--- config.mk ---
export PLATFORM = sky130hd
export DESIGN_NAME = enemy_wave_control
export DESIGN_NICKNAME = d
export VERILOG_FILES = /design/src/rtl/enemy_wave_control.sv
export SDC_FILE = /design/constraint.sdc
export NUM_CORES = 1
export LEC_CHECK = 0
export CAP_MARGIN = 15
export CORE_ASPECT_RATIO = 0.5
export CORE_MARGIN = 8
export CORE_UTILIZATION = 38
export DETAILED_ROUTE_END_ITERATION = 12
export PLACE_DENSITY = 0.65
export SLEW_MARGIN = 20
export SYNTH_ARGS = -nofsm -noshare
export SYNTH_HDL_FRONTEND = slang
export SYNTH_SLANG_ARGS = --single-unit
--- constraint.sdc ---
create_clock -name clk -period 3.65 [get_ports clk]
set_input_delay 0.73 -clock clk [delete_from_list [all_inputs] [get_ports clk]]
set_output_delay 0.73 -clock clk [all_outputs]
set_load 0.01 [all_outputs]
--- src/rtl/enemy_wave_control.sv ---
// enemy_wave_control
//   Multi-slot enemy controller. Each slot is one enemy that flies leftward
//   along its own fixed lane. The block allocates free slots on spawn
//   requests and moves every flying enemy on a shared speed tick. An enemy
//   is retired when it is killed or when it reaches the base line. Per-slot
//   coordinates are reported to the vector renderer.
//
// Build option:
//   ENEMY_EXPLODE_EN - when defined, a killed enemy holds its position in an
//                      EXPLODE state for EXPLODE_TICKS speed pulses before
//                      the slot is freed. When undefined, a kill frees the
//                      slot at once and exploding is tied low.
//
// Ports:
//   clk, rst          clock, synchronous active-high reset
//   en                block enable; low clears every slot like reset
//   speed_pulse       single-cycle movement tick
//   spawn_pulse       single-cycle spawn request
//   kill_valid/idx    kill request for one slot
//   xenemy/yenemy     packed per-slot coordinates, slot i at [i*OUT_WIDTH +: OUT_WIDTH]
//   active/exploding  per-slot FLY / EXPLODE flags
//   base_hit          per-slot one-cycle pulse when an enemy reaches the base
//   spawn_drop        one-cycle pulse when a spawn found no free slot
//   alive_count       number of FLY slots
//
// Slot states:
//   state     | meaning
//   S_IDLE    | slot free, x=y=0
//   S_FLY     | enemy moving toward the base
//   S_EXPLODE | enemy killed, position frozen while the countdown runs

module enemy_wave_control #(
  parameter int OUT_WIDTH     = 8,
  parameter int N_ENEMIES     = 4,
  parameter int X_START       = 255,
  parameter int X_LIMIT       = 16,
  parameter int SPEED_STEP    = 1,
  parameter int Y_BASE        = 40,
  parameter int Y_STEP        = 32,
  parameter int EXPLODE_TICKS = 4,
  localparam int IDX_W = (N_ENEMIES > 1) ? $clog2(N_ENEMIES) : 1,
  localparam int CNT_W = $clog2(N_ENEMIES + 1)
) (
  input  logic                           clk,
  input  logic                           rst,
  input  logic                           en,
  input  logic                           speed_pulse,
  input  logic                           spawn_pulse,
  input  logic                           kill_valid,
  input  logic [IDX_W-1:0]               kill_idx,
  output logic [N_ENEMIES*OUT_WIDTH-1:0] xenemy,
  output logic [N_ENEMIES*OUT_WIDTH-1:0] yenemy,
  output logic [N_ENEMIES-1:0]           active,
  output logic [N_ENEMIES-1:0]           exploding,
  output logic [N_ENEMIES-1:0]           base_hit,
  output logic                           spawn_drop,
  output logic [CNT_W-1:0]               alive_count
);

  typedef enum logic [1:0] {
    S_IDLE    = 2'd0,
    S_FLY     = 2'd1,
    S_EXPLODE = 2'd2
  } slot_state_t;

  localparam logic [OUT_WIDTH-1:0] X_LOAD = OUT_WIDTH'(X_START);
  localparam logic [OUT_WIDTH-1:0] STEP_V = OUT_WIDTH'(SPEED_STEP);
  // One extra bit so X_LIMIT+SPEED_STEP cannot wrap when compared with x.
  localparam logic [OUT_WIDTH:0]   BASE_THRESH = (OUT_WIDTH+1)'(X_LIMIT + SPEED_STEP);

  slot_state_t                state_q [N_ENEMIES];
  slot_state_t                state_d [N_ENEMIES];
  logic [OUT_WIDTH-1:0]       x_q     [N_ENEMIES];
  logic [OUT_WIDTH-1:0]       x_d     [N_ENEMIES];
  logic [OUT_WIDTH-1:0]       y_q     [N_ENEMIES];
  logic [OUT_WIDTH-1:0]       y_d     [N_ENEMIES];
  logic [N_ENEMIES-1:0]       active_q, active_d;
  logic [N_ENEMIES-1:0]       base_hit_q, base_hit_d;
  logic                       spawn_drop_q, spawn_drop_d;
  logic [CNT_W-1:0]           alive_count_q, alive_count_d;

  logic [N_ENEMIES-1:0]       spawn_sel;
  logic                       spawn_found;
  logic [N_ENEMIES-1:0]       kill_hit;

`ifdef ENEMY_EXPLODE_EN
  localparam int TMR_W = $clog2(EXPLODE_TICKS + 1);
  logic [TMR_W-1:0]           tmr_q   [N_ENEMIES];
  logic [TMR_W-1:0]           tmr_d   [N_ENEMIES];
  logic [N_ENEMIES-1:0]       exploding_q, exploding_d;
`else
  logic                       unused_cfg;
  assign unused_cfg = (EXPLODE_TICKS != 0);
`endif

  // Lowest-index free slot, judged on the registered state only, so a slot
  // freed this cycle becomes spawnable next cycle.
  always_comb begin
    spawn_found = 1'b0;
    spawn_sel   = '0;
    for (int i = 0; i < N_ENEMIES; i++) begin
      if (!spawn_found && state_q[i] == S_IDLE) begin
        spawn_sel[i] = 1'b1;
        spawn_found  = 1'b1;
      end
    end
  end

  // Out-of-range kill_idx never matches a slot and is therefore ignored.
  always_comb begin
    kill_hit = '0;
    for (int i = 0; i < N_ENEMIES; i++) begin
      kill_hit[i] = kill_valid && (32'(kill_idx) == i);
    end
  end

  always_comb begin
    state_d    = state_q;
    x_d        = x_q;
    y_d        = y_q;
    base_hit_d = '0;
`ifdef ENEMY_EXPLODE_EN
    tmr_d      = tmr_q;
`endif
    for (int i = 0; i < N_ENEMIES; i++) begin
      case (state_q[i])
        S_IDLE: begin
          if (spawn_pulse && spawn_sel[i]) begin
            state_d[i] = S_FLY;
            x_d[i]     = X_LOAD;
            y_d[i]     = OUT_WIDTH'(Y_BASE + i * Y_STEP);
          end
        end
        S_FLY: begin
          // A kill outranks reaching the base in the same cycle.
          if (kill_hit[i]) begin
`ifdef ENEMY_EXPLODE_EN
            state_d[i] = S_EXPLODE;
            tmr_d[i]   = TMR_W'(EXPLODE_TICKS);
`else
            state_d[i] = S_IDLE;
            x_d[i]     = '0;
            y_d[i]     = '0;
`endif
          end else if (speed_pulse) begin
            if ({1'b0, x_q[i]} <= BASE_THRESH) begin
              state_d[i]    = S_IDLE;
              x_d[i]        = '0;
              y_d[i]        = '0;
              base_hit_d[i] = 1'b1;
            end else begin
              x_d[i] = x_q[i] - STEP_V;
            end
          end
        end
        S_EXPLODE: begin
`ifdef ENEMY_EXPLODE_EN
          if (speed_pulse) begin
            if (tmr_q[i] <= TMR_W'(1)) begin
              state_d[i] = S_IDLE;
              x_d[i]     = '0;
              y_d[i]     = '0;
              tmr_d[i]   = '0;
            end else begin
              tmr_d[i] = tmr_q[i] - TMR_W'(1);
            end
          end
`else
          state_d[i] = S_IDLE;
          x_d[i]     = '0;
          y_d[i]     = '0;
`endif
        end
        default: begin
          state_d[i] = S_IDLE;
          x_d[i]     = '0;
          y_d[i]     = '0;
        end
      endcase
    end

    active_d      = '0;
    alive_count_d = '0;
`ifdef ENEMY_EXPLODE_EN
    exploding_d   = '0;
`endif
    for (int i = 0; i < N_ENEMIES; i++) begin
      active_d[i]   = (state_d[i] == S_FLY);
      alive_count_d = alive_count_d + CNT_W'(active_d[i]);
`ifdef ENEMY_EXPLODE_EN
      exploding_d[i] = (state_d[i] == S_EXPLODE);
`endif
    end

    spawn_drop_d = spawn_pulse && !spawn_found;
  end

  always_ff @(posedge clk) begin
    if (rst || !en) begin
      for (int i = 0; i < N_ENEMIES; i++) begin
        state_q[i] <= S_IDLE;
        x_q[i]     <= '0;
        y_q[i]     <= '0;
`ifdef ENEMY_EXPLODE_EN
        tmr_q[i]   <= '0;
`endif
      end
      active_q      <= '0;
      base_hit_q    <= '0;
      spawn_drop_q  <= 1'b0;
      alive_count_q <= '0;
`ifdef ENEMY_EXPLODE_EN
      exploding_q   <= '0;
`endif
    end else begin
      state_q       <= state_d;
      x_q           <= x_d;
      y_q           <= y_d;
      active_q      <= active_d;
      base_hit_q    <= base_hit_d;
      spawn_drop_q  <= spawn_drop_d;
      alive_count_q <= alive_count_d;
`ifdef ENEMY_EXPLODE_EN
      tmr_q         <= tmr_d;
      exploding_q   <= exploding_d;
`endif
    end
  end

  always_comb begin
    xenemy = '0;
    yenemy = '0;
    for (int i = 0; i < N_ENEMIES; i++) begin
      xenemy[i*OUT_WIDTH +: OUT_WIDTH] = x_q[i];
      yenemy[i*OUT_WIDTH +: OUT_WIDTH] = y_q[i];
    end
  end

  assign active      = active_q;
  assign base_hit    = base_hit_q;
  assign spawn_drop  = spawn_drop_q;
  assign alive_count = alive_count_q;
`ifdef ENEMY_EXPLODE_EN
  assign exploding   = exploding_q;
`else
  assign exploding   = '0;
`endif

endmodule

==> qor.txt, run 1 <==
Post-synthesis cell type count - 62
DPL Wire Length - 6050 um
Setup Buffers After CTS - 0
Syn Inst Count - 387
Layout area overhead - 23.0%
Main synth FF type - dfxtp_1
Static leakage - 1.53 nW
GRT Resource Usage Total - 13.4%
Nets@finish - 464
Fin. Hold Viols - 0
Slew headroom - 51.7%
Post-synth top cells - dfxtp_1 (56), nor2_1 (35), buf_4 (33)
Setup violations, final - 0
Seq/Total Area, Yosys - 34.9%
Starting Density - 39.7%
Worst Hold End - yenemy[11]
Switching Power - 0.339 mW
Utilization after layout - 48.8%
Worst-skew pair later-pin latency - 290 ps
Biggest cell delay along the critical path - 540 ps
Post-Synth XOR/XNOR Area - 0.546%
Simple-Gate Fraction of Synth Area - 21.4%
Worst flop-to-flop path endpoint - alive_count[1]
Post-place setup slack - 318 ps
DR pass1 iterations - 4
Compound-Gate Fraction of Synth Area - 26.7%
Hold Path Stages - 2
VDD IR max - 0.000188 V
CTS H-tree lvls - 2
First-pass GRT wire length - 13400 um
Yosys top cell area share - 34.9%
Vias in the first global route - 2700
Hold buffer count at cts - 0
Die footprint - 11800 sq um
Final ANT Viol Nets - 0
Clock Sink Count - 56
# Max-Cap Violations - 0
Wire per inst - 14.3 um
Switching part of the total - 26.2%
Post-synth EDFFs - 0
Worst path bufs/invs - 2
Cell depth of the worst setup path - 10
Clk network pwr share - 35.8%
Mux share of post-synthesis cell area - 0%
DR vias - 2857
RR Startpoint - xenemy[0]
Final WS setup - 629 ps
Final min period - 3020 ps
Cell-internal power - 0.955 mW
Hold crit path type - register to register
GRT overflow - 0
Crit. End Element - register
Remaining DRCs - 0
Top area cells in the synthesized netlist - dfxtp_1 (35%), buf_4 (7.7%), o21ai_0 (4.5%), nor2_1 (4.1%), ha_1 (3.9%)
1st-iter DRT viols - 219
Vias per inst - 5.13
Top cell by count, worst path - ha_1
Crit-path cells - clkdlybuf4s50_1 -> and3b_1 -> o22ai_2 -> nor2_1 -> nor3_2 -> fa_1 -> inv_1 -> ha_1 -> ha_1 -> and2_1
Period Utilization, post-route - 82.8%
Critical Path Source Type - primary input
Post-CTS Resized - 0
Register share of total power - 50.2%
Worst-path clk slew - 70 ps
Total CTS buffers - 5
Fin Setup TNS - 0 ps
CP max FO - 6
Layout cell share with drive strength beyond 1 - 8.31%
Die W - 146 um
Critical path required time - 3840 ps
Largest family of logic cells by synthesized area - compound AO/OA/AOI/OAI gates
Routed WL - 7950 um
Largest net degree at the start of global routing - 16
Placeable Area - 8090 sq um
Slowest CP cell - clkdlybuf4s50_1
Critical hold path startpoint - yenemy[11]
CTS tree - built
Antenna cells - 0
Chip Height - 81.0 um
Reg2reg path depth - 12
Status - finished, final reports clean
R2r setup slk - 910 ps
Syn Std Cell Area - 3210 sq um
Fmax - 331 MHz
Bufs on Longest Clock Path - 2
Dominant cell type by area after synthesis - dfxtp_1
Slew @ Worst Pin - 717 ps
RSZ-0062 raised after global routing - no
Total of warnings raised by yosys - 0
Clk root buf - clkbuf_16
Async S/R FF share, synth - 0%
# rows - 23
Syn Area/Cell - 8.29 sq um
Cell with the most instances after synthesis - dfxtp_1
Max-slew violations - 0
PwrDens - 328 nW/um^2
Combinational power share - 14.0%
Seq cells post-synth - 56
Post-synthesis adder-cell area fraction - 4.52%
Initial antenna violation count - 0
Crit path max-delay family - adder cells
Setup Skew - 5.53 ps
Worst Setup SP - kill_idx[0]
Gpl congestion - 0.838
Arrival time worst endpoint - 3210 ps
Crit path kind - primary input to register
Number of top-level pins - 88
Port Buffers - 60
[worst register-to-register path, delay by kind of cell (launching register included)]
family                   cells  cell delay [ps]
adder cells (fa/ha/maj)      4             1230
AO/OA/AOI/OAI                3              460
flip-flops                   1              430
buffers and inverters        3              290
AND/OR/NAND/NOR              2              240
[routing by layer]
layer,share of wire (%),track usage [%],vias to the layer above
met4,0.55,3.09,0
met1,50,17.6,1318
met5,0,0,-
met3,6.1,3.55,2
li1,-,-,1455
met2,44,21.9,82
[area by class of cell]
type	count	area, sq um
clock buffers	6	129
clock inverters	1	5.00
fillers	783	4140
inverters	18	67.6
multi-input cells	296	1820
flip-flops and latches	56	1120
well taps	112	140
repair buffers	68	661
[metrics by stage]
step | hold WS (ps) | instance area (sq um) | cells | total power [mW]
2_1_floorplan | 448 | 3320 | 417 | 0.800
3_3_place_gp | 480 | 3810 | 550 | 0.844
3_5_place_dp | 484 | 3810 | 550 | 0.844
4_1_cts | 497 | 3950 | 557 | 1.31
5_1_grt | 536 | 3950 | 557 | 1.36
6_report | 494 | 3950 | 557 | 1.29
[cell usage in the layout (no fill, tap or decap), drive strengths merged, types with 11 or more instances in the layout]
cell,instances
nand2,20
nor2,36
nor3,22
o21ai,32
a21oi,24
inv,18
a31oi,12
dfxtp,56
o31ai,11
a22o,11
clkdlybuf4s50,60
conb,31
[how the worst max path moves through the flow]
stage                endpoint  slack (ps)
3_5_place_dp   alive_count[1]         320
6_report       alive_count[1]         630
2_1_floorplan  alive_count[1]         920
3_3_place_gp   alive_count[1]         370
5_1_grt        alive_count[1]         430
4_1_cts        alive_count[1]         640
[power by group through the flow]
| stage | sequential, mW | combinational, mW | clock, mW |
|---|---|---|---|
| after global routing | 0.652 | 0.206 | 0.507 |
| after floorplan | 0.659 | 0.141 | 0 |
| after CTS | 0.649 | 0.181 | 0.482 |
| after global placement | 0.664 | 0.181 | 0 |
| after detailed placement | 0.663 | 0.181 | 0 |
| final | 0.649 | 0.181 | 0.464 |
[state kept, by name (all words and copies together), names as in the netlist]
signal and flops:
xenemy 32, state_q 8, active 4, base_hit 4, yenemy 4, alive_count 3, spawn_drop 1
[logic make-up (layout without fill, tap and decap cells)]
logic type / Yosys count / in the layout
AND/OR/NAND/NOR: 129 / 129
XOR/XNOR: 2 / 2
adder cells (fa/ha/maj): 11 / 11
other: 1 / 31
AO/OA/AOI/OAI: 123 / 123
buffers and inverters: 65 / 93
flip-flops: 56 / 56
Note: power is estimated with default switching activity, not from simulation.
==> run 2, diff against run 1 <==
- clock period: 3.65 -> 2.9 ns (I/O delays scaled with it)
==> run 2 against run 1 <==
  * Sequential share of layout area is 1.2 points lower
  * Total power grew 35%
  * Register-to-register slack got worse by 640 ps
  * Setup slack worse by 440 ps
  * Sequential power increased by 26%
  * Clock power rose by 48%
  * Routed wire length increased by 4.1%
  * Clock skew increased by 2.6 ps
  * Worst hold slack better by 3.1 ps
  * Die area did not move
  * Combinational power increased by 36%
  * Cell area up 4.6%
==> qor.txt, run 2 (synthesized netlist as in run 1, its figures left out) <==
Status - finished, final reports clean
Worst Hold End - yenemy[11]
Layout cell share with drive strength beyond 1 - 12.7%
GR Layer Usage met3 - 3.82%
Largest net degree at the start of global routing - 28
Vias per inst - 5.15
Slew @ Worst Pin - 540 ps
Chip Height - 81.0 um
Hold Slack - 497 ps
Final ANT Viol Nets - 0
Placed Instances - 569
Critical Path Source Type - primary input
Global routing's busiest layer - met2
Worst flop-to-flop path endpoint - alive_count[1]
Total CTS buffers - 5
Remaining DRCs - 0
Worst-path clk slew - 70 ps
Utilization after layout - 51.1%
VDD IR max - 0.000271 V
Most frequent cells in the layout - clkdlybuf4s50_1 (60), dfxtp_1 (56), nor2_1 (35), conb_1 (31), o21ai_0 (29)
1st-iter DRT viols - 200
Die W - 146 um
# rows - 23
Largest register FFs - 32
Routed WL - 8280 um
Worst-skew pair later-pin latency - 300 ps
Setup Buffers After CTS - 0
Layout area overhead - 28.7%
Critical path required time - 3100 ps
Clock Sink Count - 56
GRT overflow - 0
Antenna cells - 0
Bufs on Longest Clock Path - 2
First-pass GRT wire length - 14000 um
Clk root buf - clkbuf_16
DPL Wire Length - 6260 um
RR Startpoint - xenemy[24]
Hold crit path type - register to register
Worst Setup SP - kill_valid
Slew headroom - 64.0%
CTS H-tree lvls - 2
Final min period - 2710 ps
Setup Skew - 8.12 ps
Fin Setup TNS - 0 ps
Global routing usage on met1 - 18.3%
Leading cell type in the layout, fill and taps excluded - clkdlybuf4s50_1
Vias in the first global route - 2839
Register area - 1120 sq um
Finished Layout Cells - 577
Multi-input logic area - 1830 sq um
Crit path kind - primary input to register
Number of fill cells - 778
Static leakage - 1.63 nW
CP max FO - 6
Starting Density - 39.7%
Gpl congestion - 0.829
DR pass1 iterations - 5
R2r setup slk - 270 ps
GRT Resource Usage Total - 14.1%
Nets@finish - 483
Setup violations, final - 0
Placeable Area - 8090 sq um
Die footprint - 11800 sq um
Number of top-level pins - 88
Wire per inst - 14.3 um
Arrival time worst endpoint - 2900 ps
Max-slew violations - 0
Crit. End Element - register
DR vias - 2972
CTS tree - built
PwrDens - 424 nW/um^2
Hold Path Stages - 2
Port Buffers - 60
Power Total - 1.75 mW
# Max-Cap Violations - 0
Period Utilization, post-route - 93.4%
M2 GR Usage - 23.1%
RSZ-0062 raised after global routing - no
Reg2reg path depth - 12
Critical hold path startpoint - yenemy[11]
Initial antenna violation count - 0
Fin. Hold Viols - 0
Fmax - 369 MHz
-- run 2: cell count changes in the layout (fill, tap and decap cells not counted), sizes merged --
| cell | delta |
|---|---|
| bufinv | +1 |
| buf | +19 |
-- run 2: area by class of cell --
| cell class | instances | area share [%] |
|---|---|---|
| Multi-Input combinational cell | 296 | 44.4 |
| Inverter | 18 | 1.64 |
| Clock buffer | 6 | 3.12 |
| Clock inverter | 2 | 0.848 |
| Tap cell | 112 | 3.39 |
| Timing Repair Buffer | 87 | 19.5 |
| Sequential cell | 56 | 27.2 |
-- run 2: per-stage QoR --
stage | setup slack [ps] | instance area [sq um]
6_report | 191 | 4130
5_1_grt | 38.8 | 4130
4_1_cts | 81.2 | 4120
3_5_place_dp | -225 | 3960
3_3_place_gp | -126 | 3960
2_1_floorplan | 301 | 3320
-- run 2: timing repair --
item / in CTS / in global routing
hold buffers: 0 / 0
endpoints found under the setup margin: 0 / 1
gates resized for setup: 0 / 2
hold endpoints to repair: 0 / 0
-- run 2: report_power, final --
group / leakage [nW] / internal (mW) / total, mW / switching [mW]
clock: 0.0808 / 0.407 / 0.689 / 0.281
combinational: 1.09 / 0.111 / 0.247 / 0.135
sequential: 0.455 / 0.788 / 0.817 / 0.0286
total: 1.63 / 1.31 / 1.75 / 0.445
-- run 2: worst max-delay path: stages --
cell and delay [ps]:
clkdlybuf4s50_1 540, or3b_1 410, nand3b_1 130, a31oi_1 80, a21oi_2 200, fa_1 410
inv_1 70, ha_1 140, ha_1 220, and2_1 130
-- run 2: worst max path at each step --
stage	to	slack (ps)	depth (start not counted)
finish	alive_count[1]	190	10
global route	alive_count[1]	40	10
CTS	alive_count[1]	80	10
detailed placement	alive_count[1]	-230	10
global placement	alive_count[1]	-130	10
floorplan	alive_count[1]	300	11
-- run 2: routing by layer --
layer,share of wire [%],vias to the layer above
met4,1.1,0
met3,6.2,8
met1,48,1379
li1,-,1495
met5,0,-
met2,45,90
==> run 3, diff against run 2 <==
- RECOVER_POWER: not set -> 100
==> run 3 against run 2 <==
  * Critical endpoint unchanged
  * Critical path type unchanged
  * Critical path depth unchanged
  * Largest cell class unchanged
  * Maximum frequency is essentially flat
  * Routed wire length about the same
  * Sequential cell count unchanged
  * Via count shrank 0.30%
==> qor.txt, run 3 (synthesized netlist as in run 1, its figures left out) <==
Status - finished, final reports clean
Static leakage - 1.76 nW
Leading cell type in the layout, fill and taps excluded - dfxtp_1
Die footprint - 11800 sq um
Biggest cell delay along the critical path - 440 ps
Port Buffers - 60
Wire per inst - 14.3 um
DPL Wire Length - 6260 um
Bufs on Longest Clock Path - 2
Critical hold path startpoint - yenemy[11]
RSZ-0062 raised after global routing - no
Fmax - 369 MHz
Layout area overhead - 26.4%
Setup violations, final - 0
Final min period - 2710 ps
Antenna cells - 0
Worst flop-to-flop path endpoint - alive_count[1]
# rows - 23
Crit path kind - primary input to register
Cell Area, Placed - 3960 sq um
Final Instance Area - 4060 sq um
VDD IR max - 0.000268 V
Layout cell share with drive strength beyond 1 - 9.68%
DR pass1 iterations - 4
Vias per inst - 5.14
Clk root buf - clkbuf_16
CP max FO - 2
First-pass GRT wire length - 14000 um
Slowest CP cell - fa_1
Worst Hold End - yenemy[11]
Largest net degree at the start of global routing - 28
Initial antenna violation count - 0
Critical path required time - 3100 ps
Finished Layout Cells - 577
Slew headroom - 45.9%
Multi-input logic area - 1800 sq um
Fin. Hold Viols - 0
DR vias - 2963
Die W - 146 um
Total CTS buffers - 5
Worst-path clk slew - 70 ps
1st-iter DRT viols - 189
Fin Setup TNS - 0 ps
Placeable Area - 8090 sq um
Critical Path Source Type - primary input
RR Startpoint - xenemy[24]
Starting Density - 39.7%
Max-slew violations - 0
Slew @ Worst Pin - 810 ps
Hold crit path type - register to register
Hold Path Stages - 2
Arrival time worst endpoint - 2910 ps
Most frequent cells in the layout - dfxtp_1 (56), dlygate4sd3_1 (54), nor2_1 (36), conb_1 (31), o21ai_0 (30)
CTS tree - built
Worst path bufs/invs - 2
Largest register FFs - 32
Worst-skew pair later-pin latency - 300 ps
Nets@finish - 483
Crit-path cells - clkdlybuf4s50_1 -> or3b_1 -> o22ai_1 -> nor2_1 -> nor3_2 -> fa_1 -> inv_1 -> ha_1 -> ha_1 -> and2_1
R2r setup slk - 280 ps
Chip Height - 81.0 um
CTS H-tree lvls - 2
Vias in the first global route - 2839
Utilization after layout - 50.2%
Crit path max-delay family - simple AND/OR/NAND/NOR gates
Gpl congestion - 0.829
Clock Sink Count - 56
Setup Skew - 6.94 ps
Number of top-level pins - 88
Crit. End Element - register
GRT overflow - 0
Period Utilization, post-route - 93.5%
Routed WL - 8270 um
Placed Instances - 569
Register area - 1120 sq um
Final ANT Viol Nets - 0
Remaining DRCs - 0
Number of fill cells - 792
# Max-Cap Violations - 0
Top cell by count, worst path - ha_1
Reg2reg path depth - 12
Hold Slack - 489 ps
GRT Resource Usage Total - 14.1%
PwrDens - 427 nW/um^2
==> run 3: cell count changes in the layout (fill, tap and decap cells not counted), moves of 4 or more <==
cell,change
clkbuf_1,+10
clkdlybuf4s50_1,-54
clkbuf_4,+4
buf_4,-14
dlygate4sd3_1,+54
==> run 3: per-layer routing <==
metal	GRT usage, %	vias up	part of all wire (%)	wire [um]
met2	23.1	90	45	3740
met1	18.3	1371	48	3950
met3	3.82	4	6.3	522
met5	0	-	0	0
li1	-	1498	-	-
met4	3.60	0	0.62	51
==> run 3: worst max path at each step <==
stage | start | endpoint | slack (ps) | cells past startpoint
after floorplan | xenemy[8] | alive_count[1] | 300 | 11
after global placement | kill_valid | alive_count[1] | -130 | 10
after detailed placement | kill_valid | alive_count[1] | -230 | 10
after CTS | kill_valid | alive_count[1] | 80 | 10
after global routing | kill_valid | alive_count[1] | 30 | 10
final | speed_pulse | alive_count[1] | 190 | 10
==> run 3: repair_timing <==
action / CTS / global route
hold buffers: 0 / 0
gates resized for setup: 0 / 2
endpoints found under the setup margin: 0 / 1
endpoints found under the hold margin: 0 / 0
setup buffers: 0 / 0
==> run 3: worst min-delay path: cells and delay by family, from the launching register on <==
family / cells / cell delay (ps)
flops: 1 / 320
compound gates: 2 / 130
==> run 3: final cells by class <==
cell class	count	area share [%]
multi-input cells	296	44.3
flip-flops and latches	56	27.6
repair buffers	87	18.9
well taps	112	3.45
clock buffers	6	3.18
inverters	18	1.67
clock inverters	2	0.863
==> run 3: through the flow <==
| stage | setup slack (ps) | power, mW |
|---|---|---|
| 3_3_place_gp | -126 | 1.08 |
| 4_1_cts | 81.2 | 1.76 |
| 6_report | 189 | 1.73 |
| 2_1_floorplan | 301 | 1.01 |
| 5_1_grt | 31.4 | 1.82 |
| 3_5_place_dp | -225 | 1.08 |
==> run 3: report_power, final <==
part	switching, mW	internal [mW]	leakage (nW)
clock network	0.280	0.407	0.0808
logic	0.133	0.0984	1.23
registers	0.0275	0.788	0.455
